===== config.mk =====
export PLATFORM = sky130hd
export DESIGN_NAME = seg7_scan_driver
export DESIGN_NICKNAME = d
export VERILOG_FILES = /design/src/rtl/seg7_scan_driver.sv
export SDC_FILE = /design/constraint.sdc
export NUM_CORES = 1
export LEC_CHECK = 0
export CAP_MARGIN = 10
export CORE_AREA = 5 5 78 80
export CTS_CLUSTER_DIAMETER = 150
export DETAILED_ROUTE_END_ITERATION = 10
export DIE_AREA = 0 0 83 85
export PLACE_DENSITY_LB_ADDON = 0.08
export SKIP_CTS_REPAIR_TIMING = 1
export SKIP_LAST_GASP = 1
export SLEW_MARGIN = 20
export SYNTH_ARGS = -nofsm -noshare
export SYNTH_HDL_FRONTEND = slang
export SYNTH_SLANG_ARGS = --single-unit

===== constraint.sdc =====
create_clock -name clk -period 4.38 [get_ports clk]
set_input_delay 0.876 -clock clk [delete_from_list [all_inputs] [get_ports clk]]
set_output_delay 0.876 -clock clk [all_outputs]
set_load 0.005 [all_outputs]

===== src/rtl/seg7_scan_driver.sv =====
// Multiplexed hex driver for NUM_DIGITS common-anode 7-segment digits on one shared segment bus.
// Optional build macro LEADING_ZERO_BLANK_EN turns off zero digits to the left of the first non-zero digit.
module seg7_scan_driver #(
  parameter int NUM_DIGITS   = 4,
  parameter int DWELL_CYCLES = 50000,
  parameter int BLANK_CYCLES = 500
) (
  input  logic                    clk,
  input  logic                    rst_n,
  input  logic                    load,
  input  logic [4*NUM_DIGITS-1:0] data_in,
  input  logic [NUM_DIGITS-1:0]   dp_in,
  input  logic [NUM_DIGITS-1:0]   digit_en,
  output logic [6:0]              seg_out,
  output logic                    dp_out,
  output logic [NUM_DIGITS-1:0]   an_out,
  output logic                    frame_start
);

  localparam int MAX_CNT = (DWELL_CYCLES > BLANK_CYCLES) ? DWELL_CYCLES : BLANK_CYCLES;
  localparam int CNT_W   = $clog2(MAX_CNT + 1);
  localparam int IDX_W   = (NUM_DIGITS > 1) ? $clog2(NUM_DIGITS) : 1;
  localparam int BLANK_LAST = (BLANK_CYCLES > 0) ? BLANK_CYCLES - 1 : 0;

  localparam logic [CNT_W-1:0] DWELL_LAST_C = CNT_W'(DWELL_CYCLES - 1);
  localparam logic [CNT_W-1:0] BLANK_LAST_C = CNT_W'(BLANK_LAST);
  localparam logic [IDX_W-1:0] IDX_LAST_C   = IDX_W'(NUM_DIGITS - 1);
  localparam logic [6:0]       SEG_OFF      = 7'h7F;

  typedef enum logic {
    ST_BLANK,
    ST_SCAN
  } state_e;

  state_e                  stateQ, stateD;
  logic [CNT_W-1:0]        cntQ, cntD;
  logic [IDX_W-1:0]        idxQ, idxD;
  logic [4*NUM_DIGITS-1:0] dataShQ;
  logic [NUM_DIGITS-1:0]   dpShQ;
  logic [6:0]              segQ, segD;
  logic                    dpQ, dpD;
  logic [NUM_DIGITS-1:0]   anQ, anD;
  logic                    frameQ, frameD;

  logic [IDX_W-1:0]        idxWrap;
  logic [IDX_W-1:0]        enterIdx;
  logic [3:0]              enterNibble;
  logic                    blankDigit;

  function automatic logic [6:0] decodeHex(input logic [3:0] nib);
    logic [6:0] seg;
    seg = SEG_OFF;
    case (nib)
      4'h0: seg = 7'b1000000;
      4'h1: seg = 7'b1111001;
      4'h2: seg = 7'b0100100;
      4'h3: seg = 7'b0110000;
      4'h4: seg = 7'b0011001;
      4'h5: seg = 7'b0010010;
      4'h6: seg = 7'b0000010;
      4'h7: seg = 7'b1111000;
      4'h8: seg = 7'b0000000;
      4'h9: seg = 7'b0010000;
      4'hA: seg = 7'b0001000;
      4'hB: seg = 7'b0000011;
      4'hC: seg = 7'b1000110;
      4'hD: seg = 7'b0100001;
      4'hE: seg = 7'b0000110;
      4'hF: seg = 7'b0001110;
      default: seg = SEG_OFF;
    endcase
    return seg;
  endfunction

  // A slot entered from BLANK lights the current index; a back-to-back slot lights the next one.
  assign idxWrap     = (idxQ == IDX_LAST_C) ? '0 : idxQ + IDX_W'(1);
  assign enterIdx    = (stateQ == ST_SCAN) ? idxWrap : idxQ;
  assign enterNibble = dataShQ[{enterIdx, 2'b00} +: 4];

`ifdef LEADING_ZERO_BLANK_EN
  logic [NUM_DIGITS-1:0] leadZero;
  logic                  runZero;

  always_comb begin
    leadZero = '0;
    runZero  = 1'b1;
    for (int j = NUM_DIGITS - 1; j >= 1; j--) begin
      runZero     = runZero && (dataShQ[4*j +: 4] == 4'h0);
      leadZero[j] = runZero;
    end
  end

  assign blankDigit = leadZero[enterIdx];
`else
  assign blankDigit = 1'b0;
`endif

  always_comb begin
    stateD = stateQ;
    cntD   = cntQ + CNT_W'(1);
    idxD   = idxQ;
    segD   = segQ;
    dpD    = dpQ;
    anD    = anQ;
    frameD = 1'b0;

    case (stateQ)
      ST_BLANK: begin
        if ((BLANK_CYCLES == 0) || (cntQ == BLANK_LAST_C)) begin
          stateD = ST_SCAN;
          cntD   = '0;
        end
      end
      ST_SCAN: begin
        if (cntQ == DWELL_LAST_C) begin
          idxD = idxWrap;
          cntD = '0;
          if (BLANK_CYCLES != 0) begin
            stateD = ST_BLANK;
            segD   = SEG_OFF;
            dpD    = 1'b1;
            anD    = '1;
          end
        end
      end
      default: begin
        stateD = ST_BLANK;
        cntD   = '0;
      end
    endcase

    // Everything a lit slot shows is latched here, once, so mid-slot loads cannot disturb it.
    if ((stateD == ST_SCAN) && (cntD == '0)) begin
      segD   = blankDigit ? SEG_OFF : decodeHex(enterNibble);
      dpD    = ~dpShQ[enterIdx];
      anD    = '1;
      if (digit_en[enterIdx]) begin
        anD[enterIdx] = 1'b0;
      end
      frameD = (enterIdx == '0);
    end
  end

  always_ff @(posedge clk or negedge rst_n) begin
    if (!rst_n) begin
      stateQ <= ST_BLANK;
      cntQ   <= '0;
      idxQ   <= '0;
      segQ   <= SEG_OFF;
      dpQ    <= 1'b1;
      anQ    <= '1;
      frameQ <= 1'b0;
    end else begin
      stateQ <= stateD;
      cntQ   <= cntD;
      idxQ   <= idxD;
      segQ   <= segD;
      dpQ    <= dpD;
      anQ    <= anD;
      frameQ <= frameD;
    end
  end

  always_ff @(posedge clk or negedge rst_n) begin
    if (!rst_n) begin
      dataShQ <= '0;
      dpShQ   <= '0;
    end else if (load) begin
      dataShQ <= data_in;
      dpShQ   <= dp_in;
    end
  end

  assign seg_out     = segQ;
  assign dp_out      = dpQ;
  assign an_out      = anQ;
  assign frame_start = frameQ;

endmodule

* After elaboration in Yosys (flattened, before gate mapping)
Memory sizes are Yosys's and may differ from the RTL's.
Cells that the tools add are included.
** Operators by class
- $add $sub $neg :: 2
- Magnitude comparators :: 2
- Equal/unequal tests :: 3
- Shifts and indexed selects :: 1
- Muxes and demuxes :: 25
- Bitwise gates (word level) :: 3
- Reductions and logical operators :: 8
** Operator list (count)
- 16-bit 2-to-1 mux :: 2
- 16-bit one-hot mux with 2 select lines :: 1
- 7-bit 2-to-1 mux :: 3
- 16-bit by 1-bit adder with 16-bit output (second input constant) :: 1
- 16-bit equality test (second input constant) :: 1
- 16-bit by 9-bit equality test with 1-bit output (second input constant) :: 1
- 16-bit logical NOT :: 1
- 4-bit 2-to-1 mux :: 4
- 16-bit by 5-bit variable part select with 4-bit output :: 1
- 1-bit 2-to-1 mux :: 9
- 1-bit binary-select mux with 2-bit select :: 2
- 2-bit 2-to-1 mux :: 2
- 4-bit NOT :: 1
- 2-bit AND reduction :: 2
- 2-bit nonzero test :: 2
- 2-bit by 3-bit less-than comparator with 1-bit output (second input constant) :: 1
- 2-bit by 1-bit adder with 2-bit output (second input constant) :: 1
- 1-bit demux with 2-bit select :: 1
- 2-bit equality test (second input constant) :: 1
- 2-bit by 1-bit greater-or-equal comparator with 1-bit output (second input constant) :: 1
- 1-bit logical AND :: 2
- 2-bit logical NOT :: 1
- 1-bit NOT :: 2
- 1-bit one-hot mux with 2 select lines :: 1
** Word-level totals
- Bits in registers :: 52
- Memory bits (read-only) :: 112
- Bits of input ports :: 27
- Output and inout bits :: 13
- Word-level logic and storage cells :: 54
- Memories kept :: 1
** Memories
- (name not given) :: depth 16, width 7, rd ports 1, clocked after Yosys merged registers in 0, wr ports 0, line 53 : case (nib)

* Logic depth before layout (Yosys ltp)
- Depth after elaboration :: 10
- Depth in mapped cells :: 12
- Mapped depth without buffers :: 11

* Worst setup path before layout
No wires, ideal clock.
- Path type :: register -> register
- Start point :: reg idxQ[0]
- End point :: reg segQ[3], in the netlist seg_out[3]
- Setup time :: 75 ps
- Arrival :: 2510 ps
- Required time :: 4305 ps
- Slack :: 1795 ps
- Cell stages (with the launch flop) :: 13
- Path buffers :: 1
- Period minus slack after synthesis :: 2585 ps
- Path through :: dfrtp_1 -> ha_1 -> nor2_1 -> mux2i_1 -> buf_2 -> mux4_2 -> inv_1 -> ha_1 -> inv_1 -> or2_2 -> nand3_1 -> o21ai_0 -> mux2i_1
** Between the ends
- Word-level cells in the longest chain between the ends :: 6
- Elaborated cells between the ends (all ways) :: 7
- Those cells by class :: add/sub (1); eq/ne (1); shift (1); mux (3); memory (1)
** Ends and longest elaborated chain
- start, declared :: line 37 : logic [IDX_W-1:0] idxQ, idxD;
- start signal, assigned :: line 156 : idxQ <= idxD;
- 2-bit by 1-bit adder with 2-bit output or 2-bit equality test (tied branches) :: line 76 : assign idxWrap = (idxQ == IDX_LAST_C) ? '0 : idxQ + IDX_W'(1);
- 2-bit 2-to-1 mux :: line 76
- 2-bit 2-to-1 mux (*) :: line 77 : assign enterIdx = (stateQ == ST_SCAN) ? idxWrap : idxQ;
- 16-bit by 5-bit variable part select with 4-bit output (*) :: line 78 : assign enterNibble = dataShQ[{enterIdx, 2'b00} +: 4];
- memory 16 x 7 bit (*)
- 7-bit 2-to-1 mux (*) :: line 133 : if ((stateD == ST_SCAN) && (cntD == '0)) begin
- end signal, assigned :: line 157 : segQ <= segD;
- end, declared :: line 40 : logic [6:0] segQ, segD;
Every way passes the cells marked *; elsewhere a longest branch is shown, timed or not.
A chain may end at the register's enable or synchronous reset.

* Worst setup path in the final report
- Start point :: reg cntQ[11]
- End point :: reg anQ[0], in the netlist an_out[0]
** Between the ends
- Word-level cells in the longest chain between the ends :: 7
- Elaborated cells between the ends (all ways) :: 15
- Those cells by class :: add/sub (1); eq/ne (2); mux (7); reduce/logical (5)
** Ends and longest elaborated chain
- start, declared :: line 36 : logic [CNT_W-1:0] cntQ, cntD;
- start signal, assigned :: line 155 : cntQ <= cntD;
- 16-bit by 1-bit adder with 16-bit output, or another cell as far along :: line 100 : cntD = cntQ + CNT_W'(1);
- 16-bit 2-to-1 mux, on equally long branches :: line 115, 109
- 16-bit one-hot mux with 2 select lines :: line 107 : case (stateQ)
- 16-bit logical NOT :: line 133
- 1-bit logical AND :: line 133
- 2-bit nonzero test (no line)
- 2-bit AND reduction (no line)
- end signal, assigned :: line 159 : anQ <= anD;
- end, declared :: line 42 : logic [NUM_DIGITS-1:0] anQ, anD;
Parallel ways exist; a longest one is shown, timed or not.

==> tab_implementation.tex <==
\begin{tabular}{lr}
\hline
Metric & Value \\
\hline
\multicolumn{2}{l}{\textbf{Synthesis}} \\
\quad Number of synthesized flops with an enable pin & 0 \\
\quad Sequential area share after synthesis & 47.5\% \\
\quad Avg Cell Area, Syn & 11.3 um2 \\
\quad Summed instance area of the synthesized netlist & 2770 um2 \\
\quad Count of warnings emitted by yosys & 0 \\
\quad Top FF cell, synth & dfrtp\_1 \\
\quad Share of flip-flops with an asynchronous set or reset & 100\% \\
\quad Gate count after technology mapping & 246 \\
\quad Library cell with the highest instance count after synthesis & dfrtp\_1 \\
\quad Cell taking the most area after synthesis & dfrtp\_1 \\
\quad Cell types occupying the most area after synthesis & dfrtp\_1, dfstp\_2, mux2\_2, mux2i\_1, xnor2\_1 \\
\quad Library cells used by synthesis & 43 \\
\quad Share of Yosys cell area claimed by the top area cell type & 36.1\% \\
\quad Most frequent cells after synthesis & dfrtp\_1, nor2\_1, mux2\_2 \\
\quad Flop and latch count out of synthesis & 52 \\
\quad Syn\_nets & 281 \\
\multicolumn{2}{l}{\textbf{Power}} \\
\quad Total power per unit cell area & 270 nW/um2 \\
\quad Largest vdd supply drop & 0.000232 V \\
\quad Standby leakage power & 1.38 nW \\
\multicolumn{2}{l}{\textbf{Setup path}} \\
\quad Setup crit start kind & register \\
\quad Critical path class & reg2reg \\
\quad Reg2reg setup slack & 1.40 ns \\
\quad Worst R2R End & an\_out[0] \\
\quad Category of the worst setup path capture point & register \\
\quad Worst R2R Start & cntQ[11] \\
\quad Depth of the most critical reg-to-reg path & 7 \\
\quad Worst endpoint data arrival time & 3.22 ns \\
\quad CP Max Fanout & 15 \\
\quad Critical path data required time & 4.61 ns \\
\multicolumn{2}{l}{\textbf{Hold path}} \\
\quad WHS Endpoint & cntQ[0] \\
\quad Start point of the worst hold path & cntQ[0] \\
\quad Number of instances on the worst hold path & 1 \\
\quad Type of the worst min-delay path & reg2reg \\
\multicolumn{2}{l}{\textbf{Outcome}} \\
\quad Status & finished clean \\
\multicolumn{2}{l}{\textbf{STA}} \\
\quad Fin crit period & 2.98 ns \\
\quad Post-Route Skew & 0.00880 ns \\
\quad RSZ-0062 raised after global routing & no \\
\quad Final setup violating endpoints & 0 \\
\quad Measured slew at the worst slew-check pin & 0.870 ns \\
\quad Worst slew margin & 41.8\% \\
\quad Final Hold Viols & 0 \\
\quad Achievable Freq & 0.335 GHz \\
\quad Part of the cycle the worst path needs & 68.1\% \\
\quad Final setup TNS & 0 ns \\
\quad Final max-slew violation count & 0 \\
\multicolumn{2}{l}{\textbf{Route}} \\
\quad Vias after detailed routing & 1966 \\
\quad Routed length on met3 & 275 um \\
\quad Top metal layer carrying routed signals & met4 \\
\quad Post-route met1 wirelength & 2570 um \\
\quad Number of detailed-route iterations in the first pass & 4 \\
\quad Post-detailed-routing wire length & 5420 um \\
\quad Average routed wire per standard cell & 15.2 um \\
\quad DRC violation count after routing & 0 \\
\quad Number of violations reported at the end of detailed-routing iteration 0 & 113 \\
\quad Met2 routed WL & 2530 um \\
\quad Antenna viol nets, final & 0 \\
\quad Via count normalized by instance count & 5.52 \\
\multicolumn{2}{l}{\textbf{Clock tree}} \\
\quad Skew-Pair Late Insertion Delay & 0.31 ns \\
\quad Clock transition time at the flip-flop clock pins of the worst setup and hold paths & 0.09 ns \\
\quad CTS tree & yes \\
\quad Clock Root Buffer & clkbuf\_8 \\
\quad Clock sink count & 52 \\
\quad Largest buffer count on any clock path & 2 \\
\quad CTS H-tree lvls & 2 \\
\quad CTS Buf Count & 5 \\
\multicolumn{2}{l}{\textbf{Cells and area}} \\
\quad Layout area overhead & 19.2\% \\
\quad Number of nets in the layout & 318 \\
\quad Layout cell share with drive strength beyond 1 & 20.4\% \\
\quad Filler-free cell count of the finished design & 356 \\
\quad Inserted Diodes & 0 \\
\multicolumn{2}{l}{\textbf{Floorplan}} \\
\quad Horizontal extent of the die & 83 um \\
\quad Height of the die & 85 um \\
\quad Starting density of the core & 52.0\% \\
\quad Die Area & 7060 um2 \\
\quad IO Count & 40 \\
\quad Floorplan row count & 27 \\
\quad Area of the core region & 5340 um2 \\
\multicolumn{2}{l}{\textbf{Global routing}} \\
\quad Global-route wire length before repair & 9450 um \\
\quad Pin count of the biggest net entering global routing & 53 \\
\quad Vias in the first global route & 1914 \\
\quad Initial antenna violation count & 0 \\
\quad GRT Resource Usage Total & 16.2\% \\
\quad GRT Residual Overflow & 0 \\
\multicolumn{2}{l}{\textbf{Place}} \\
\quad Total of buffers placed on input and output ports & 39 \\
\quad Routability-driven placement congestion ratio & 0.913 \\
\quad DP Cell Count & 348 \\
\quad Post-detailed-placement half-perimeter wirelength & 4030 um \\
\multicolumn{2}{l}{\textbf{Job}} \\
\quad Max-Cap Viols & 0 \\
\hline
\end{tabular}
-- final cells by class --
type	instances	area [um2]
Fill cell	470	2030
Tap cell	72	90.1
Clock buffer	5	68.8
Timing Repair Buffer	43	415
Inverter	6	22.5
Clock inverter	3	23.8
Sequential cell	52	1320
Multi-Input combinational cell	175	1370
-- flip-flops by register name, indices dropped and copies added, names as in the netlist --
name / cells
an_out: 4
seg_out: 7
stateQ: 1
dpShQ: 4
dp_out: 1
idxQ: 2
cntQ: 16
frame_start: 1
dataShQ: 16
-- stage by stage --
stage	total power (W)	setup WS, ns	utilization, %	cell area, um2	hold WS [ns]
5_1_grt	0.000939	1.10	62.0	3310	0.534
4_1_cts	0.000906	1.37	62.0	3310	0.503
2_1_floorplan	0.000576	1.80	-	2770	0.461
6_report	0.000892	1.40	62.0	3310	0.500
3_5_place_dp	0.000622	1.38	60.2	3210	0.490
3_3_place_gp	0.000622	1.41	60.2	3210	0.488
-- routing by layer --
layer	up-vias	GRT usage, %
met5	-	0
met4	0	3.57
met3	4	3.88
met2	53	25.1
met1	963	23.0
li1	946	-
-- how the worst max path moves through the flow --
stage	start	endpoint	slack [ns]
6_report	cntQ[11]	an_out[0]	1.40
5_1_grt	cntQ[11]	an_out[0]	1.10
4_1_cts	cntQ[11]	an_out[0]	1.37
3_5_place_dp	cntQ[11]	an_out[0]	1.38
3_3_place_gp	cntQ[4]	an_out[2]	1.41
2_1_floorplan	idxQ[0]	seg_out[3]	1.80
-- power by group --
group          switching (W)  total (W)  internal [W]
clock               0.000168   0.000281      0.000114
sequential        0.00000954   0.000508      0.000499
combinational      0.0000432   0.000103     0.0000596
total               0.000220   0.000892      0.000672
-- cells in the final DEF, fill, tap and decap left out, types with 2 or more instances in the layout --
cell type and count:
clkinvlp_4 2, nand4_1 2, dfrtp_1 40, mux2i_1 17
nand3_1 8, nor2_1 30, and2_1 4, and4_1 3
a22oi_1 2, nor2b_1 4, mux4_2 4, or2_0 2
or2_2 2, nand2_1 10, xnor2_1 13, buf_4 4
mux2_2 23, clkbuf_8 5, inv_1 6, and3_1 8
clkdlybuf4s50_1 38, nor3_1 4, a21oi_1 8, xor2_1 3
ha_1 8, nor4_1 4, dfstp_2 12
-- critical path, cell delays in order (launching register included) --
cell and delay [ns]:
dfrtp_1 0.46, nor4_1 0.47, and4_1 0.65, or2b_2 0.37, a31oi_1 0.11, a2111oi_4 0.32, buf_4 0.29, mux2i_1 0.22
-- cells by family after synthesis --
group / count (synthesis) / synth area share [%]
multiplexers: 44 / 18.7
adder cells (fa/ha/maj): 8 / 3.61
flip-flops: 52 / 47.5
buffers and inverters: 19 / 3.16
XOR/XNOR: 16 / 5.05
AND/OR/NAND/NOR: 88 / 16.7
AO/OA/AOI/OAI: 19 / 5.32
Note: power is estimated with default switching activity, not from simulation.
